`src/rtl/alarm_pkg.sv`:
```
// rtl/alarm_pkg.sv - shared state encoding and default passcode for the arm controller
package alarm_pkg;

  typedef enum logic [1:0] {
    DISARMED = 2'd0,
    ARMED    = 2'd1,
    ALARM    = 2'd2,
    LOCKOUT  = 2'd3
  } state_t;

  localparam int          DEF_CODE_W = 10;
  localparam logic [9:0]  DEF_CODE   = 10'h112;

endpackage

```
`src/rtl/rise_detect.sv`:
```
// rtl/rise_detect.sv - rising-edge detector on a level input
// Previous-value register resets high so a level held across reset release is not an edge.
module rise_detect (
  input  logic iCLK,
  input  logic iRST,
  input  logic iD,
  output logic oRise
);

  logic prev_q;

  always_ff @(posedge iCLK) begin
    if (iRST) begin
      prev_q <= 1'b1;
    end else begin
      prev_q <= iD;
    end
  end

  assign oRise = iD & ~prev_q;

endmodule

```
`src/rtl/passcode_arm_ctrl.sv`:
```
// rtl/passcode_arm_ctrl.sv - passcode arm/disarm FSM with wrong-entry lockout
// Outputs are registered decodes of the next state, so they follow the input cycle by one clock.
module passcode_arm_ctrl
  import alarm_pkg::*;
#(
  parameter int                CODE_W      = DEF_CODE_W,
  parameter logic [CODE_W-1:0] CODE        = CODE_W'(DEF_CODE),
  parameter int                MAX_TRIES   = 3,
  parameter int                LOCKOUT_CYC = 50_000_000
) (
  input  logic              iCLK,
  input  logic              iRST,
  input  logic [CODE_W-1:0] iCode,
  input  logic              iEnter,
  input  logic              iSensor,
  input  logic              iTD_Stable,
  output logic              oArmed,
  output logic              oAlarm,
  output logic              oLocked,
  output logic              oVideo_On,
  output logic [3:0]        oTries
);

  localparam int                  TIMER_W    = $clog2(LOCKOUT_CYC + 1);
  localparam logic [TIMER_W-1:0]  TIMER_LOAD = TIMER_W'(LOCKOUT_CYC - 1);
  localparam logic [TIMER_W-1:0]  TIMER_ONE  = TIMER_W'(1);
  localparam logic [3:0]          TRIES_MAX  = 4'(MAX_TRIES);

  state_t             state_q, next_state;
  logic [3:0]         tries_q, tries_d, tries_inc;
  logic [TIMER_W-1:0] timer_q, timer_d;
  logic               entry, correct, wrong;
  logic               armed_d, alarm_d, locked_d, video_d;

  rise_detect u_enter_edge (
    .iCLK  (iCLK),
    .iRST  (iRST),
    .iD    (iEnter),
    .oRise (entry)
  );

  assign correct   = entry & (iCode == CODE);
  assign wrong     = entry & (iCode != CODE);
  assign tries_inc = (tries_q == TRIES_MAX) ? tries_q : tries_q + 4'd1;

  always_ff @(posedge iCLK) begin
    if (iRST) begin
      state_q   <= DISARMED;
      tries_q   <= '0;
      timer_q   <= '0;
      oArmed    <= 1'b0;
      oAlarm    <= 1'b0;
      oLocked   <= 1'b0;
      oVideo_On <= 1'b0;
      oTries    <= '0;
    end else begin
      state_q   <= next_state;
      tries_q   <= tries_d;
      timer_q   <= timer_d;
      oArmed    <= armed_d;
      oAlarm    <= alarm_d;
      oLocked   <= locked_d;
      oVideo_On <= video_d;
      oTries    <= tries_d;
    end
  end

  // Disarm outranks everything; a wrong entry that trips lockout outranks the sensor.
  always_comb begin
    next_state = state_q;
    tries_d    = tries_q;
    timer_d    = timer_q;
    case (state_q)
      DISARMED: begin
        if (correct) next_state = ARMED;
      end
      ARMED, ALARM: begin
        if (correct) begin
          next_state = DISARMED;
          tries_d    = '0;
        end else if (wrong) begin
          tries_d = tries_inc;
          if (tries_inc == TRIES_MAX) begin
            next_state = LOCKOUT;
            timer_d    = TIMER_LOAD;
          end else if (state_q == ARMED && iSensor) begin
            next_state = ALARM;
          end
        end else if (state_q == ARMED && iSensor) begin
          next_state = ALARM;
        end
      end
      LOCKOUT: begin
        if (timer_q == '0) begin
          next_state = ALARM;
          tries_d    = '0;
        end else begin
          timer_d = timer_q - TIMER_ONE;
        end
      end
      default: next_state = DISARMED;
    endcase
  end

  always_comb begin
    armed_d  = (next_state == ARMED);
    alarm_d  = (next_state == ALARM) | (next_state == LOCKOUT);
    locked_d = (next_state == LOCKOUT);
    video_d  = (next_state != DISARMED) & iTD_Stable;
  end

endmodule

```
`config.mk`:
```
export PLATFORM = sky130hd
export DESIGN_NAME = passcode_arm_ctrl
export DESIGN_NICKNAME = d
export VERILOG_FILES = /design/src/rtl/alarm_pkg.sv /design/src/rtl/rise_detect.sv /design/src/rtl/passcode_arm_ctrl.sv
export SDC_FILE = /design/constraint.sdc
export NUM_CORES = 1
export LEC_CHECK = 0
export CAP_MARGIN = 20
export CORE_AREA = 2 2 68 70
export CTS_CLUSTER_DIAMETER = 50
export CTS_CLUSTER_SIZE = 28
export DETAILED_ROUTE_END_ITERATION = 7
export DIE_AREA = 0 0 70 72
export PLACE_DENSITY_LB_ADDON = 0.15
export SLEW_MARGIN = 0
export SYNTH_ARGS = -nofsm -noshare
export SYNTH_HDL_FRONTEND = slang
export SYNTH_SLANG_ARGS = --single-unit
```
`constraint.sdc`:
```
create_clock -name iCLK -period 2.5 [get_ports iCLK]
set_clock_uncertainty 0.2 [all_clocks]
set_input_delay 0.25 -clock iCLK [delete_from_list [all_inputs] [get_ports iCLK]]
set_output_delay 0.25 -clock iCLK [all_outputs]
set_load 0.02 [all_outputs]
```
==> qor.yml, run 1 <==
setup_viol: 12
synth_area_um2: 2126
violations: "setup timing"
power_frac_comb: 0.045
pwr-share-seq: 0.566
grt_first_pass_wirelength_um: 8756
switchingPower_mw: 0.2269
finalPower_mw: 1.040
final_nets: 317
route.vias.total: 2158
cts_tree: "yes"
synth_cells: 245
period_share: 1.030
die_h_um: 72
portBuffers: 22
synth_nets: 265
grt_usage: 0.2160
crit_required_ps: 2510
ys_top_cells_by_area: "dfxtp_1, or4_1, o31ai_1"
remaining_drc_errors: 0
syn_area_per_cell_um2: 8.677
grt_pass1_vias: 1928
via_per_inst: 6.166
area_growth_pct: 35.90
maxSlewHeadroom: 0.6559
ys.flop_type: "dfxtp_1"
yosysTopAreaCell: "dfxtp_1"
finalCriticalPeriod_ps: 2575
yosysWarnings: 0
p_sw_frac: 0.2182
grt_max_degree: 25
die_w_um: 70
ir_worst_vdd_mv: 0.2808
num_rows: 24
clkTransAtPathRegs_ps: 70
cts_htree_levels: 2
diodes: 0
wl_um: 5624
synth_top_cell_area_share: 0.3484
tightest_slew_ps: 509.0
crit_type: "reg2reg"
dp.cells: 333
cp_max_fo: 13
dr.pass1.iters: 6
end_kind: "flip-flop"
rsz0062_at_grt: "true"
hold_viol_final: 0
dp_slack_ps: -189.3
synth-seq-cells: 37
yosysUniqueCellTypes: 50
crit_arrival_ps: 2590
maxCapViolations: 0
numCtsBuffers: 5
grt_overflow_total: 0
die_area_um2: 5040
clkPwrFrac: 0.389
synth_edf_count: 0
io_pins: 23
hp-class: "in2reg"
start_util: 0.4985
leakage_nw: 1.090
p_int_mw: 0.8129
antenna_found_initial: 0
synthArstFlopShare: 0
cts_root_buf: "clkbuf_8"
slew_violations: 0
dp_hpwl_um: 3661
post-route-util: 0.6775
fin_ws_ps: -75.22
place_congestion: 0.8288
core_um2: 4264
drive_gt1_frac: 0.2785
outcome: "complete, but fails checks"
ant_nets: 0
routedWlPerCell_um: 16.07
p_per_area_nw_per_um2: 359.9
fmax_mhz: 388.3
clkLatencyLatePin_ps: 290
start_kind: "flip-flop"
cts_buffer_depth: 2
drt_iter0_drc: 248
clock-sinks: 37
final_cells: 350
ys_seq_area_frac: 0.3484
-- cells in the final DEF, fill, tap and decap left out, drive strengths merged, types with 8 or more instances in the layout --
cell type	synthesis	layout
clkdlybuf4s50	0	20
or4	22	22
dfxtp	37	37
o31ai	20	20
buf	6	38
nor3	8	8
a31oi	15	15
clkbuf	9	8
or3	11	11
a21oi	12	12
nor2	11	11
nand2	11	11
inv	8	8
-- path summary, 6_finish.rpt --
| path | start | end | slack (ps) | depth (start not counted) |
|---|---|---|---|---|
| min | iTD_Stable | oVideo_On | 290 | 3 |
| min reg2reg | timer_q[7] | timer_q[7] | 320 | 2 |
| max | tries_q[1] | timer_q[23] | -80 | 7 |
| max reg2reg | tries_q[1] | timer_q[23] | -80 | 7 |
-- cells in the mapped netlist (all sizes together) (4+ instances only) --
library cell and number:
or2 6, o21ai 6, ha 5, buf 6
or4b 4, or4 22, nand3 4, nor4 6
a21oi 12, dfxtp 37, nor3 8, o31a 4
nor2 11, or3 11, a31oi 15, nand2b 5
nand4 4, clkbuf 9, inv 8, nand2 11
o31ai 20
-- through the flow --
step / area (um^2) / setup TNS [ps] / hold WS, ps
final: 2889 / -512.3 / 286.8
after global routing: 2889 / -1674 / 329.9
after CTS: 2706 / -638.3 / 279.5
after detailed placement: 2589 / -4382 / 285.2
after global placement: 2589 / -3628 / 274.6
after floorplan: 2146 / -12.88 / 156.6
-- metal layers --
layer | GRT usage | vias to the layer above | part of all wire
met5 | 0 | - | 0
li1 | - | 1085 | -
met1 | 0.2801 | 1005 | 0.45
met3 | 0.04861 | 8 | 0.046
met4 | 0.07051 | 0 | 0.013
met2 | 0.3598 | 60 | 0.49
-- power by group through the flow --
| stage | clock, mW | sequential [mW] | combinational (mW) |
|---|---|---|---|
| after floorplan | 0 | 0.602 | 0.0150 |
| after global placement | 0 | 0.602 | 0.0449 |
| after detailed placement | 0 | 0.602 | 0.0449 |
| after CTS | 0.419 | 0.588 | 0.0450 |
| after global routing | 0.444 | 0.588 | 0.0510 |
| final | 0.404 | 0.588 | 0.0473 |
-- registers in the layout, indices dropped and copies added (netlist names) --
name	count
oLocked	1
oAlarm	1
state_q	2
oVideo_On	1
oArmed	1
timer_q	26
tries_q	4
u_enter_edge.prev_q	1
-- area by class of cell --
type | count | area (um^2)
Multi-Input combinational cell | 184 | 1416
Fill cell | 355 | 1375
Sequential cell | 37 | 748.2
Timing Repair Buffer | 60 | 545.5
Clock buffer | 8 | 80.08
Tap cell | 52 | 65.06
Inverter | 9 | 33.78
-- critical path: stages (launching register included) --
cell,delay (ps)
dfxtp_4,350
ha_4,260
or4b_4,470
a311oi_4,250
a21oi_2,130
buf_6,160
or4_4,470
a31oi_1,190
-- timing repair --
action                                  4_1_cts  5_1_grt
cloned                                        0        1
hold buffers                                  0        0
setup buffers                                 4        6
pin swaps                                     2       15
endpoints found under the hold margin         0        0
resized for setup                             2       35
endpoints found under the setup margin       15       25
-- logic make-up after synthesis --
group           count (synthesis)  share of synthesized area
fa+ha+maj                       5                    0.02943
flops                          37                     0.3484
simple gates                  104                     0.3073
compound gates                 75                     0.2649
buf+inv                        24                    0.05003
No activity file was read; power rests on OpenSTA's default activity.
==> run 2: changes to the inputs <==
--- a/config.mk
+++ b/config.mk
@@ -6,12 +6,12 @@
 export NUM_CORES = 1
 export LEC_CHECK = 0
 export CAP_MARGIN = 20
-export CORE_AREA = 2 2 68 70
+export CORE_AREA = 2 2 66 68
 export CTS_CLUSTER_DIAMETER = 50
 export CTS_CLUSTER_SIZE = 28
 export DETAILED_ROUTE_END_ITERATION = 7
-export DIE_AREA = 0 0 70 72
-export PLACE_DENSITY_LB_ADDON = 0.15
+export DIE_AREA = 0 0 68 70
+export PLACE_DENSITY = 0.79
 export SLEW_MARGIN = 0
 export SYNTH_ARGS = -nofsm -noshare
 export SYNTH_HDL_FRONTEND = slang
==> constraint.sdc (replaced) <==
create_clock -name iCLK -period 3.2 [get_ports iCLK]
set_clock_uncertainty 0.2 [all_clocks]
set_input_delay 0.32 -clock iCLK [delete_from_list [all_inputs] [get_ports iCLK]]
set_output_delay 0.32 -clock iCLK [all_outputs]
set_load 0.02 [all_outputs]
==> qor.yml, run 2 (synthesis gave the netlist of run 1 again) <==
post_cts_buffers: 0  # -4
die_area_um2: 4760  # -5.6%
regMostFlops: "timer_q"
io_pins: 23  # unchanged
die_w_um: 68  # -2.9%
route.vias.total: 2048  # -5.1%
core_um2: 4144  # -2.8%
grt_max_degree: 30  # +20%
leakage_nw: 0.8885  # -18%
slowest_delay_ps: 520  # +50 ps
crit_family: "simple AND/OR/NAND/NOR gates"
place_congestion: 0.8430  # +1.7%
routedWlPerCell_um: 15.54  # -3.3%
area_growth_pct: 17.72
wl_um: 4956  # -12%
setup_tns_ps: 0  # +512.3 ps
maxCapViolations: 0  # unchanged
setup_viol: 0  # -12
crit_required_ps: 3220  # +710 ps
largestRegisters: "timer_q x26, tries_q x4, state_q x2"
crit_chain: "ha_1 -> or4b_4 -> a311oi_4 -> a21oi_2 -> buf_4 -> or4_1 -> a31oi_1"
clkLatencyLatePin_ps: 300  # about the same
holdBufCountCts: 0  # unchanged
antenna_found_initial: 0  # unchanged
critPathBufInv: 1  # unchanged
layout_common_cells: "dfxtp_1, or4_1, clkdlybuf4s50_1"
ant_nets: 0  # unchanged
ir_worst_vdd_mv: 0.2077  # -26%
dr.pass1.iters: 4  # -2
period_share: 0.9027  # -0.1274
multi_input_area_um2: 1279  # -9.7%
numCtsBuffers: 5  # unchanged
portBuffers: 22  # unchanged
die_h_um: 70  # -2.8%
diodes: 0  # unchanged
cpMaxStageDelayCell: "or4_1"
end_kind: "flip-flop"
cp_max_fo: 29  # +16
crit_arrival_ps: 2910  # +320 ps
rsz0062_at_grt: "false"
n_fill_cell: 381  # +7.3%
num_rows: 24  # unchanged
tightest_slew_ps: 725.2  # +216.2 ps
final_nets: 287  # -9.5%
fmax_mhz: 346.2  # -11%
clkTransAtPathRegs_ps: 70  # about the same
largest_reg_flops: 26  # unchanged
clock-sinks: 37  # unchanged
cts_root_buf: "clkbuf_8"
cts_buffer_depth: 2  # unchanged
maxSlewHeadroom: 0.5114  # -0.1445
remaining_drc_errors: 0  # unchanged
via_per_inst: 6.420  # +4.1%
finalCriticalPeriod_ps: 2889  # +313.4 ps
outcome: "complete, no violations"
drt_iter0_drc: 165  # -33%
start_util: 0.5130  # +0.01445
final_common_cell: "dfxtp_1"
grt_pass1_vias: 1841  # -4.5%
dp_hpwl_um: 3469  # -5.2%
slew_violations: 0  # unchanged
drive_gt1_frac: 0.1011  # -0.1774
crit_type: "reg2reg"
hp-class: "reg2reg"
start_kind: "flip-flop"
p_per_area_nw_per_um2: 357.2  # -0.75%
grt_overflow_total: 0  # unchanged
hold_viol_final: 0  # unchanged
cts_htree_levels: 2  # unchanged
finalPower_mw: 0.8939  # -14%
grt_usage: 0.2285  # +0.01253
cts_tree: "yes"
grt_first_pass_wirelength_um: 8390  # -4.2%
cts_resized: 0  # -2
regArea_um2: 740.7  # -1.0%
==> run 2: final cells by class <==
type	instances	area share
clock inverters	2	0.01400
inverters	9	0.01350
repair buffers	30	0.1120
multi-input cells	184	0.5110
well taps	52	0.02600
clock buffers	5	0.02750
flip-flops and latches	37	0.2960
==> run 2: final timing paths <==
check | start | endpoint | slack [ps] | cells after the start
max | tries_q[0] | timer_q[12] | 310 | 7
min | timer_q[7] | timer_q[7] | 290 | 2
max reg2reg | tries_q[0] | timer_q[12] | 310 | 7
min reg2reg | timer_q[7] | timer_q[7] | 290 | 2
==> run 2: tightest hold or removal path, stage by stage, from the launching register on <==
cell and delay (ps):
dfxtp_1 330, o31ai_1 60, a21oi_1 50
==> run 2: per-layer routing <==
layer,up-vias,track usage,part of all wire
met5,-,0,0
met4,0,0.09111,0.015
met3,5,0.04992,0.052
met2,55,0.3646,0.48
met1,962,0.2939,0.45
li1,1026,-,-
==> run 2: report_power, final <==
part | switching, mW | internal [mW] | total, mW
clock | 0.174 | 0.227 | 0.401
combinational | 0.0135 | 0.0187 | 0.0322
sequential | 0.000325 | 0.461 | 0.461
total | 0.188 | 0.706 | 0.894
==> run 2: per-stage QoR <==
stage | area (um^2) | setup slack (ps) | hold WS, ps | cells | util
4_1_cts | 2502 | 299.3 | 292.9 | 319 | 0.6039
5_1_grt | 2502 | 160.3 | 300.3 | 319 | 0.6039
3_5_place_dp | 2399 | 279.3 | 283.4 | 312 | 0.5788
3_3_place_gp | 2399 | 325.8 | 271.7 | 312 | 0.5788
2_1_floorplan | 2126 | 484.0 | 226.6 | 245 | -
6_report | 2502 | 311.4 | 290.7 | 319 | 0.6039
==> run 3: changes to the inputs <==
--- a/config.mk
+++ b/config.mk
@@ -11,7 +11,8 @@
 export CTS_CLUSTER_SIZE = 28
 export DETAILED_ROUTE_END_ITERATION = 7
 export DIE_AREA = 0 0 68 70
-export PLACE_DENSITY = 0.79
+export DONT_BUFFER_PORTS = 1
+export PLACE_DENSITY = 0.72
 export SLEW_MARGIN = 0
 export SYNTH_ARGS = -nofsm -noshare
 export SYNTH_HDL_FRONTEND = slang
==> qor.yml, run 3 (synthesis gave the netlist of run 1 again) <==
slew_violations: 0  # unchanged
hold_ws_ps: 157.8  # -133.0 ps
grt_pass1_vias: 1828  # -0.71%
cts_root_buf: "clkbuf_8"
cts_buffer_depth: 2  # unchanged
remaining_drc_errors: 0  # unchanged
dp_hpwl_um: 3281  # -5.4%
cp_max_fo: 28  # -3.4%
grt_usage: 0.2234  # -0.005066
dr.pass1.iters: 4  # unchanged
route.vias.total: 2009  # -1.9%
setup_viol: 0  # unchanged
grt_first_pass_wirelength_um: 8328  # -0.74%
num_rows: 24  # unchanged
diodes: 0  # unchanged
clkLatencyLatePin_ps: 300  # about the same
ir_worst_vdd_mv: 0.3084  # +49%
final_cells: 305  # -4.4%
antenna_found_initial: 0  # unchanged
crit_required_ps: 3210  # about the same
period_share: 0.8648  # -0.03793
fmax_mhz: 361.4  # +4.4%
via_per_inst: 6.587  # +2.6%
hold_viol_final: 0  # unchanged
tightest_slew_ps: 942.5  # +217.3 ps
numCtsBuffers: 5  # unchanged
portBuffers: 0  # -100%
largestRegisters: "timer_q x26, tries_q x4, state_q x2"
wl_um: 4905  # -1.0%
die_area_um2: 4760  # unchanged
ant_nets: 0  # unchanged
die_h_um: 70  # unchanged
clock-sinks: 37  # unchanged
crit_type: "reg2reg"
place_congestion: 0.8047  # -4.5%
finalCriticalPeriod_ps: 2767  # -121.4 ps
post_cts_buffers: 0  # unchanged
die_w_um: 68  # unchanged
layout_common_cells: "dfxtp_1, or4_1, o31ai_1"
start_util: 0.5130  # unchanged
io_pins: 23  # unchanged
final_common_cell: "dfxtp_1"
final_nets: 272  # -5.2%
regArea_um2: 740.7  # unchanged
clkTransAtPathRegs_ps: 80  # about the same
n_fill_cell: 387  # +1.6%
outcome: "complete, no violations"
crit_arrival_ps: 2780  # -130 ps
area_growth_pct: 9.712
cts_resized: 0  # unchanged
drt_iter0_drc: 176  # +6.7%
cts_tree: "yes"
routedWlPerCell_um: 16.08  # +3.5%
start_kind: "flip-flop"
grt_overflow_total: 0  # unchanged
dp.cells: 293  # -6.1%
end_kind: "flip-flop"
core_um2: 4144  # unchanged
maxSlewHeadroom: 0.3696  # -0.1419
multi_input_area_um2: 1279  # unchanged
rsz0062_at_grt: "false"
regMostFlops: "timer_q"
largest_reg_flops: 26  # unchanged
leakage_nw: 0.8307  # -6.5%
grt_max_degree: 30  # unchanged
hp-class: "in2reg"
setup_tns_ps: 0  # unchanged
maxCapViolations: 0  # unchanged
drive_gt1_frac: 0.1265  # +0.02536
p_per_area_nw_per_um2: 345.8  # -3.2%
cts_htree_levels: 2  # unchanged
[run 3: changes by cell type in the layout (fill, tap and decap cells not counted), sizes merged]
cell	delta
dlygate4sd3	+3
clkinvlp	+1
bufinv	-1
clkdlybuf4s50	-22
clkinv	+1
buf	+4
[run 3: through the flow]
stage	power (mW)	setup slack (ps)	area, um^2	utilization
2_1_floorplan	0.4835	484.0	2126	-
3_3_place_gp	0.4816	370.0	2201	0.5311
3_5_place_dp	0.4819	306.5	2201	0.5311
4_1_cts	0.8095	317.8	2317	0.5592
5_1_grt	0.8304	290.1	2332	0.5628
6_report	0.8065	432.8	2332	0.5628
[run 3: final cells by class]
class	count	share of cell area
inverters	9	0.01448
well taps	52	0.02790
flip-flops and latches	37	0.3176
clock inverters	3	0.007511
repair buffers	15	0.05472
clock buffers	5	0.02951
multi-input cells	184	0.5483
[run 3: path summary, 6_finish.rpt]
| kind | from | end | slack [ps] | depth (start not counted) |
|---|---|---|---|---|
| setup / recovery | tries_q[0] | timer_q[20] | 430 | 7 |
| hold reg to reg | timer_q[7] | timer_q[7] | 290 | 2 |
| hold / removal | iRST | timer_q[13] | 160 | 2 |
| setup reg to reg | tries_q[0] | timer_q[20] | 430 | 7 |
[run 3: worst max-delay path: stages, from the launching register on]
cell and delay, ps:
dfxtp_1 320, ha_1 300, or4b_4 490, a311oi_4 390
a21oi_2 130, buf_8 180, or4_1 510, a31oi_1 170
[run 3: repair_timing]
item | 4_1_cts | 5_1_grt
hold endpoints to repair | 25 | 0
hold buffers | 3 | 0
endpoints found under the setup margin | 0 | 0
[run 3: metal layers]
layer,up-vias,part of all wire,global-route usage
met5,-,0,0
met4,0,0.011,0.06667
met3,5,0.054,0.05314
met2,49,0.46,0.3376
met1,948,0.47,0.3136
li1,1007,-,-
[run 3: power by group]
part | switching (mW) | internal [mW] | total (mW)
Combinational | 0.0119 | 0.00580 | 0.0177
Sequential | 0.000249 | 0.461 | 0.461
Clock | 0.178 | 0.150 | 0.328
Total | 0.190 | 0.617 | 0.806
